`src/rtl/comparator_seq_ctrl_pkg.sv`:
```
// Shared definitions for the nibble-serial comparator controller.
//   state_t : 2-bit controller state; 2'b11 is never entered on purpose and
//             is steered back to idle by the controller.
//   NIBW    : width of the single comparator slice in bits.
package cmp_pkg;

   localparam int NIBW = 4;

   typedef enum logic [1:0] {
      S_IDLE = 2'b00,
      S_CMP  = 2'b01,
      S_DONE = 2'b10,
      S_BAD  = 2'b11
   } state_t;

endpackage

```
`src/rtl/comparator_seq_ctrl_if.sv`:
```
// Handshake bundle between producer/consumer and the comparator controller.
//   in_valid/in_ready/a/b        : operand handshake (producer -> controller)
//   out_valid/out_ready          : result handshake (controller -> consumer)
//   gt/lt/eq/nib_count           : result fields, meaningful while out_valid
// master = producer/consumer side, slave = controller side.
interface comparator_seq_ctrl_if #(
   parameter int WIDTH = 16
);
   localparam int CW = $clog2(WIDTH / 4 + 1);

   logic             in_valid;
   logic             in_ready;
   logic [WIDTH-1:0] a;
   logic [WIDTH-1:0] b;
   logic             out_valid;
   logic             out_ready;
   logic             gt;
   logic             lt;
   logic             eq;
   logic [CW-1:0]    nib_count;

   modport master (
      output in_valid, a, b, out_ready,
      input  in_ready, out_valid, gt, lt, eq, nib_count
   );

   modport slave (
      input  in_valid, a, b, out_ready,
      output in_ready, out_valid, gt, lt, eq, nib_count
   );
endinterface

```
`src/rtl/comparator_seq_ctrl_nibble_cmp_slice.sv`:
```
// Purely combinational 4-bit unsigned compare.
//   x, y       : nibbles to compare
//   gt, lt, eq : one-hot relation of x to y
module nibble_cmp_slice
   import cmp_pkg::*;
(
   input  logic [NIBW-1:0] x,
   input  logic [NIBW-1:0] y,
   output logic            gt,
   output logic            lt,
   output logic            eq
);
   always_comb begin
      gt = (x > y);
      lt = (x < y);
      eq = (x == y);
   end
endmodule

```
`src/rtl/comparator_seq_ctrl.sv`:
```
// Nibble-serial unsigned magnitude comparator with valid/ready handshakes.
// Compares one nibble per cycle starting at the MSB nibble and stops at the
// first nibble that differs, so latency is 1..WIDTH/4 cycles.
//   clk   : rising-edge clock
//   rst_n : synchronous active-low reset
//   bus   : slave side of comparator_seq_ctrl_if (must use the same WIDTH)
module comparator_seq_ctrl
   import cmp_pkg::*;
#(
   parameter int WIDTH = 16
) (
   input  logic                  clk,
   input  logic                  rst_n,
   comparator_seq_ctrl_if.slave  bus
);
   localparam int NIB = WIDTH / NIBW;
   localparam int CW  = $clog2(NIB + 1);
   localparam int IW  = (NIB > 1) ? $clog2(NIB) : 1;

   generate
      if ((WIDTH % NIBW) != 0 || WIDTH < NIBW) begin : g_bad_width
         $error("comparator_seq_ctrl: WIDTH must be a positive multiple of 4");
      end
   endgenerate

   state_t           state_reg;
   logic [WIDTH-1:0] a_reg;
   logic [WIDTH-1:0] b_reg;
   logic [IW-1:0]    idx_reg;
   logic [CW-1:0]    count_reg;
   logic             gt_reg;
   logic             lt_reg;
   logic             eq_reg;
   logic [CW-1:0]    nib_count_reg;

   // Nibble views of the captured operands; idx selects which pair the
   // single slice sees this cycle.
   logic [NIBW-1:0] a_nib [NIB];
   logic [NIBW-1:0] b_nib [NIB];

   genvar gi;
   generate
      for (gi = 0; gi < NIB; gi++) begin : g_nib
         assign a_nib[gi] = a_reg[gi*NIBW +: NIBW];
         assign b_nib[gi] = b_reg[gi*NIBW +: NIBW];
      end
   endgenerate

   logic s_gt;
   logic s_lt;
   logic s_eq;

   nibble_cmp_slice u_slice (
      .x  (a_nib[idx_reg]),
      .y  (b_nib[idx_reg]),
      .gt (s_gt),
      .lt (s_lt),
      .eq (s_eq)
   );

   always_ff @(posedge clk) begin
      if (!rst_n) begin
         state_reg     <= S_IDLE;
         a_reg         <= '0;
         b_reg         <= '0;
         idx_reg       <= '0;
         count_reg     <= '0;
         gt_reg        <= 1'b0;
         lt_reg        <= 1'b0;
         eq_reg        <= 1'b0;
         nib_count_reg <= '0;
      end else begin
         case (state_reg)
            S_IDLE: begin
               if (bus.in_valid) begin
                  a_reg     <= bus.a;
                  b_reg     <= bus.b;
                  idx_reg   <= IW'(NIB - 1);
                  count_reg <= '0;
                  state_reg <= S_CMP;
               end
            end
            S_CMP: begin
               count_reg <= count_reg + CW'(1);
               if (s_gt || s_lt) begin
                  gt_reg        <= s_gt;
                  lt_reg        <= s_lt;
                  eq_reg        <= 1'b0;
                  nib_count_reg <= count_reg + CW'(1);
                  state_reg     <= S_DONE;
               end else if (s_eq && idx_reg == '0) begin
                  gt_reg        <= 1'b0;
                  lt_reg        <= 1'b0;
                  eq_reg        <= 1'b1;
                  nib_count_reg <= count_reg + CW'(1);
                  state_reg     <= S_DONE;
               end else begin
                  idx_reg <= idx_reg - IW'(1);
               end
            end
            S_DONE: begin
               // Result flags are left untouched on exit; they only matter
               // while out_valid is high.
               if (bus.out_ready) begin
                  state_reg <= S_IDLE;
               end
            end
            default: begin
               state_reg <= S_IDLE;
            end
         endcase
      end
   end

   assign bus.in_ready  = (state_reg == S_IDLE);
   assign bus.out_valid = (state_reg == S_DONE);
   assign bus.gt        = gt_reg;
   assign bus.lt        = lt_reg;
   assign bus.eq        = eq_reg;
   assign bus.nib_count = nib_count_reg;
endmodule

```
`src/flat_wrapper.sv`:
```
// flat-port wrapper written by rule: the top's interface ports become plain ports
module comparator_seq_ctrl_flat import cmp_pkg::*;
#(
   parameter int WIDTH = 16
)
  (clk, rst_n, bus_in_valid, bus_a, bus_b, bus_out_ready, bus_in_ready, bus_out_valid, bus_gt, bus_lt, bus_eq, bus_nib_count);
  comparator_seq_ctrl_if #(.WIDTH(WIDTH)) bus_i ();
  input  logic clk;
  input  logic rst_n;
  input wire logic [$bits(bus_i.in_valid)-1:0] bus_in_valid;
  input wire logic [$bits(bus_i.a)-1:0] bus_a;
  input wire logic [$bits(bus_i.b)-1:0] bus_b;
  input wire logic [$bits(bus_i.out_ready)-1:0] bus_out_ready;
  output wire logic [$bits(bus_i.in_ready)-1:0] bus_in_ready;
  output wire logic [$bits(bus_i.out_valid)-1:0] bus_out_valid;
  output wire logic [$bits(bus_i.gt)-1:0] bus_gt;
  output wire logic [$bits(bus_i.lt)-1:0] bus_lt;
  output wire logic [$bits(bus_i.eq)-1:0] bus_eq;
  output wire logic [$bits(bus_i.nib_count)-1:0] bus_nib_count;
  assign bus_i.in_valid = bus_in_valid;
  assign bus_i.a = bus_a;
  assign bus_i.b = bus_b;
  assign bus_i.out_ready = bus_out_ready;
  assign bus_in_ready = bus_i.in_ready;
  assign bus_out_valid = bus_i.out_valid;
  assign bus_gt = bus_i.gt;
  assign bus_lt = bus_i.lt;
  assign bus_eq = bus_i.eq;
  assign bus_nib_count = bus_i.nib_count;
  comparator_seq_ctrl #(.WIDTH(WIDTH)) u_core (.clk(clk), .rst_n(rst_n), .bus(bus_i));
endmodule
```
`config.mk`:
```
export PLATFORM = sky130hd
export DESIGN_NAME = comparator_seq_ctrl_flat
export DESIGN_NICKNAME = d
export VERILOG_FILES = /design/src/rtl/comparator_seq_ctrl_pkg.sv /design/src/rtl/comparator_seq_ctrl_if.sv /design/src/rtl/comparator_seq_ctrl_nibble_cmp_slice.sv /design/src/rtl/comparator_seq_ctrl.sv /design/src/flat_wrapper.sv
export SDC_FILE = /design/constraint.sdc
export NUM_CORES = 1
export LEC_CHECK = 0
export ABC_AREA = 1
export CAP_MARGIN = 10
export CORE_ASPECT_RATIO = 0.7
export CORE_MARGIN = 4
export CORE_UTILIZATION = 45
export DETAILED_ROUTE_END_ITERATION = 10
export PLACE_DENSITY = 0.83
export SLEW_MARGIN = 20
export SYNTH_ARGS = -nofsm -noshare
export SYNTH_HDL_FRONTEND = slang
export SYNTH_SLANG_ARGS = --single-unit
```
`constraint.sdc`:
```
create_clock -name clk -period 2.3 [get_ports clk]
set_input_delay 0.345 -clock clk [delete_from_list [all_inputs] [get_ports clk]]
set_output_delay 0.345 -clock clk [all_outputs]
set_load 0.05 [all_outputs]
```
After elaboration in Yosys (flattened, before gate mapping) --
Index checks and enable logic that the tools add are counted.
Cells by class: add/sub/neg operators 2, $mul 0, divide/modulo/power cells 0, magnitude comparators 3, equality and inequality tests 8, shifts and indexed selects 0, multiplexer cells 24, bitwise logic cells 1, reductions and logical operators 11
Operators with widths (number):
- $bmux 4 s2 | 2
- $mux 4 | 4
- $mux 2 | 7
- $mux 3 | 3
- $ne 2x2->1 const B | 4
- $pmux 2 s3 | 1
- $pmux 3 s2 | 1
- $reduce_and 2->1 | 3
- $mux 1 | 5
- $eq 4x4->1 | 1
- $gt 4x4->1 | 1
- $logic_not 2->1 | 2
- $lt 4x4->1 | 1
- $pmux 2 s2 | 1
- $reduce_and 4->1 | 1
- $reduce_bool 2->1 | 2
- $add 3x1->3 const B | 1
- $ge 3x3->1 const B | 1
- $ne 3x1->1 const B | 1
- $not 2->3 | 1
- $reduce_and 3->1 | 1
- $eq 2x1->1 const B | 1
- $eq 2x2->1 const B | 1
- $sub 2x1->2 const B | 1
- other kinds (2) | 2
Storage, ports and cells: register bits after elaboration 45, bits in latches 0, RAM bits 0, bits in read-only memories 0, input port bits 36, output and inout bits 8, word-level logic and storage cells 58, memories kept 0

Longest topological paths before layout --
depth after elaboration 9, mapped depth 16, mapped depth without buffers 14

By module --
From an unflattened synthesis, not the netlist that was laid out.
Unflattened totals: cell total of the unflattened synthesis 281, area total of the unflattened synthesis 2044.5 µm²
By module, submodules not included:
- comparator_seq_ctrl | times used 1, cells an instance 261, area an instance 1929.4 µm², sequential area each 900.9 µm²
- nibble_cmp_slice | times used 1, cells an instance 20, area an instance 115.1 µm², sequential area each 0.0 µm²

Worst setup path before layout --
Ideal clock, no wire load.
path kind reg-to-reg, from register u_core.idx_reg[0], to register u_core.idx_reg[0], library setup time 0.117 ns, data arrival time 1.849 ns, required time 2.183 ns, setup slack 0.334 ns, stages on the path, launching flop included 13, path buffers 2, period minus slack after synthesis 1.966 ns, cells stage by stage dfxtp_1 -> buf_2 -> inv_2 -> buf_2 -> o21ai_0 -> o22ai_1 -> ha_1 -> a21oi_1 -> nand2_2 -> nand3_4 -> nand2_4 -> nand2_2 -> a21oi_2
On the way: longest elaborated chain between the ends 8, elaborated cells on any way between the ends 20, those cells by class 1 x add/sub; 2 x order compare; 3 x eq/ne; 9 x mux; 1 x bitwise; 4 x reduce/logical
RTL lines:
- start, declared | line comparator_seq_ctrl.sv:29 | logic [IW-1:0] idx_reg;
- start signal, assigned | line comparator_seq_ctrl.sv:78 | idx_reg <= IW'(NIB - 1);
- start signal, assigned | line comparator_seq_ctrl.sv:98 | idx_reg <= idx_reg - IW'(1);
- $not 2->3 (implied by the code) | line comparator_seq_ctrl.sv:54, comparator_seq_ctrl.sv:55
- $bmux 4 s2, on equally long branches | line comparator_seq_ctrl.sv:54, comparator_seq_ctrl.sv:55
- $mux 4, on equally long branches (2 in a row) | line comparator_seq_ctrl.sv:54, comparator_seq_ctrl.sv:55
- $gt 4x4->1 (tied with other cells) | line comparator_seq_ctrl_nibble_cmp_slice.sv:14 | gt = (x > y);
- $logic_or 1x1->1 / $logic_and 1x1->1 (equally long branches) | line comparator_seq_ctrl.sv:85, comparator_seq_ctrl.sv:91
- $ne 2x2->1 (no line)
- $reduce_and 4->1 (no line)
Parallel ways exist; a longest one is shown, timed or not. The select of a mux whose other input is x is not followed. A chain may end at the register's enable or synchronous reset.

Final worst setup path --
from register u_core.idx_reg[1], to register u_core.idx_reg[0]
On the way: longest elaborated chain between the ends 8, elaborated cells on any way between the ends 16, those cells by class 2 x order compare; 3 x eq/ne; 6 x mux; 1 x bitwise; 4 x reduce/logical
RTL lines (line):
- $not 2->3 (implied by the code) | comparator_seq_ctrl.sv:54, comparator_seq_ctrl.sv:55
- $bmux 4 s2, on equally long branches | comparator_seq_ctrl.sv:54, comparator_seq_ctrl.sv:55
- $mux 4, on equally long branches (2 in a row) | comparator_seq_ctrl.sv:54, comparator_seq_ctrl.sv:55
- $gt 4x4->1 (tied with other cells) | comparator_seq_ctrl_nibble_cmp_slice.sv:14
- $logic_or 1x1->1 / $logic_and 1x1->1 (equally long branches) | comparator_seq_ctrl.sv:85, comparator_seq_ctrl.sv:91
- $ne 2x2->1 (no line)
- $reduce_and 4->1 (no line) (*)
Mark *: on every way between the ends. The rest lies on a longest branch, timed or not. The select of a mux whose other input is x is not followed.

==> summary.txt <==
Vias in the first global route: 1739
Ys flop type: dfxtp_1
Power Density: 938.3 nW/µm²
Routed len/inst: 12.58 µm
Vias per cell: 5.081
Crit Path Class: flop to flop
Worst Reg-to-Reg Cells: 13
GRT overflow: 0
Yosys cell types: 25
Clk_lat worst skew: 300 ps
FFs w/ async S/R, synth: 0%
Number of CTS-inserted buffers: 5
CP Cell Sequence: clkinvlp_4 > buf_2 > a21oi_1 > a32o_1 > ha_1 > nand2_2 > clkinv_2 > nand2_2 > nand2_2 > nand3_4 > nand2_4 > nand2_2 > a21oi_2
Syn Area/Cell: 7.383 µm²
Startpoint types: flop
Min-delay src: u_core.bus.lt
Post-Syn Area: 2016 µm²
Initial antenna violation count: 0
Crit path top cell by count: nand2_2
Peak VDD IR: 0.6525 mV
Status: finished clean
R2R Path Start: u_core.idx_reg[1]
#FFs+latches synth: 45
Pin count of the biggest net entering global routing: 33
Final Cycle Share: 91.84%
First-pass GRT wire length: 7.734 mm
Clock Skews: 9.860 ps
Row Count: 20
CP peak stage delay: 400 ps
Sink Count: 45
Critical-path top delay cell: dfxtp_2
Rel. slew slack: 66.65%
Finished Cell Area: 2601 µm²
H-tree lvl count: 2
Worst Hold Class: flop to flop
# IOs: 44
Die X: 88.00 µm
DRT antenna net count: 0
Share of layout cells above drive strength 1: 10.13%
Actual slew at the worst max-slew pin: 498.7 ps
DR vias: 1885
Die height: 64.00 µm
Post-DP HPWL: 3.454 mm
Number of hold violations in the final report: 0
CP arrival: 2300 ps
GRT Total Usage: 17.52%
Root buffer cell: clkbuf_8
First-pass detailed-route iteration total: 4
IO buf count: 43
Crit path capture type: flop
Hold-critical path depth: 2
RSZ-0062 raised after global routing: false
Area grow syn2layout: 29.05%
Final design utilization: 60.09%
Slew Viols, Final: 0
Final GP Congestion: 0.9299
TritonCTS clock tree: done
# nets final: 358
EDFF count, synth: 0
Max-cap violation count: 0
Setup TNS: 0 ps
Worst Path Required: 2490 ps
Die Area: 5631 µm²
Max Fclk: 473.4 MHz
CP startpoint: u_core.idx_reg[1]
Leakage power: 1.059 nW
DP Area: 2476 µm²
Setup violators final: 0
Hold buffer count at CTS: 0
Total wire length: 4.668 mm
Longest Clk Path Bufs: 2
Max FO, Critical Path: 8
Core area: 4329 µm²
Register area share after synthesis: 44.69%
Syn Nets: 315
Ant diodes: 0
Syn. warnings: 0
Starting Density: 46.56%
Fin crit period: 2112 ps
Final Power: 2.441 mW
Clk slew on worst S/H paths: 80 ps
Drt initial violations: 87
Residual DRC: 0
Post-Synthesis Cells: 273
==> per-layer routing <==
layer	wire, µm	vias to the layer above	track usage [%]
met4	30	0	5.364
li1	-	978	-
met2	2039	51	26.03
met3	370	6	5.670
met5	0	-	0
met1	2227	850	24.03
==> final cells by class <==
type / instances / area (µm²)
tap: 55 / 68.82
clock buffer: 5 / 68.82
sequential: 45 / 902.1
timing repair buffer: 51 / 488.0
clock inverter: 2 / 38.79
multi-input combinational: 199 / 977.2
inverter: 14 / 57.56
fill: 406 / 1728
==> power breakdown <==
group	internal, mW	leakage, nW	switching, mW
clock	0.321	0.0546	0.257
combinational	0.342	0.633	0.550
sequential	0.895	0.372	0.0758
==> worst max-delay path, delay by kind of cell (launching register included) <==
family,cells,cell delay (ps)
adder cells (fa/ha/maj),1,240
buffers and inverters,3,450
AND/OR/NAND/NOR,6,580
AO/OA/AOI/OAI,3,330
flip-flops,1,400
==> Yosys cell counts (2+ instances only) <==
cell      instances  share of area [%]
buf_4             3                1.1
nor2_1           78                 15
inv_2             2               0.37
nand2_1          31                5.8
a32o_1            4                2.0
ha_1              6                3.7
nand4_1           2               0.62
inv_1            11                2.0
o22ai_1           4                1.2
a21oi_2           2               0.87
nand2_2           5                1.6
dfxtp_1          45                 45
buf_2             5                1.2
nand3_1           4               0.99
o21ai_0          41                 10
a21oi_1          16                4.0
clkbuf_1          6                1.1
==> worst paths after layout <==
path,to,slack (ps)
setup reg to reg,u_core.idx_reg[0],190
hold reg to reg,u_core.bus.lt,470
hold / removal,u_core.bus.lt,470
setup / recovery,u_core.idx_reg[0],190
==> cell families after synthesis <==
| group | Yosys count | synth area share (%) |
|---|---|---|
| flip-flops | 45 | 44.69 |
| XOR/XNOR | 1 | 0.4346 |
| AO/OA/AOI/OAI | 67 | 18.25 |
| AND/OR/NAND/NOR | 125 | 26.07 |
| adder cells (fa/ha/maj) | 6 | 3.724 |
| buffers and inverters | 29 | 6.827 |
==> metrics by stage <==
stage	instances	setup slack (ps)	hold slack [ps]
2_1_floorplan	273	334.4	442.8
3_3_place_gp	362	277.2	455.8
3_5_place_dp	362	186.2	454.1
4_1_cts	369	159.3	467.6
5_1_grt	371	43.65	493.1
6_report	371	187.7	465.5
==> layout by cell type (no fill, tap or decap), drive strengths merged <==
master,n
nor2,80
dfxtp,45
clkdlybuf4s50,43
o21ai,41
nand2,37
a21oi,18
inv,13
buf,8
ha,6
clkbuf,5
nand3,5
a32o,4
o22ai,4
nand4,2
clkinvlp,1
clkinv,1
xnor2,1
or2,1
bufinv,1
==> timing repair <==
item                       in CTS  in global routing
setup buffers                   0                  2
resized for setup               0                  2
setup endpoints to repair       0                  5
No activity file was read; power rests on OpenSTA's default activity.
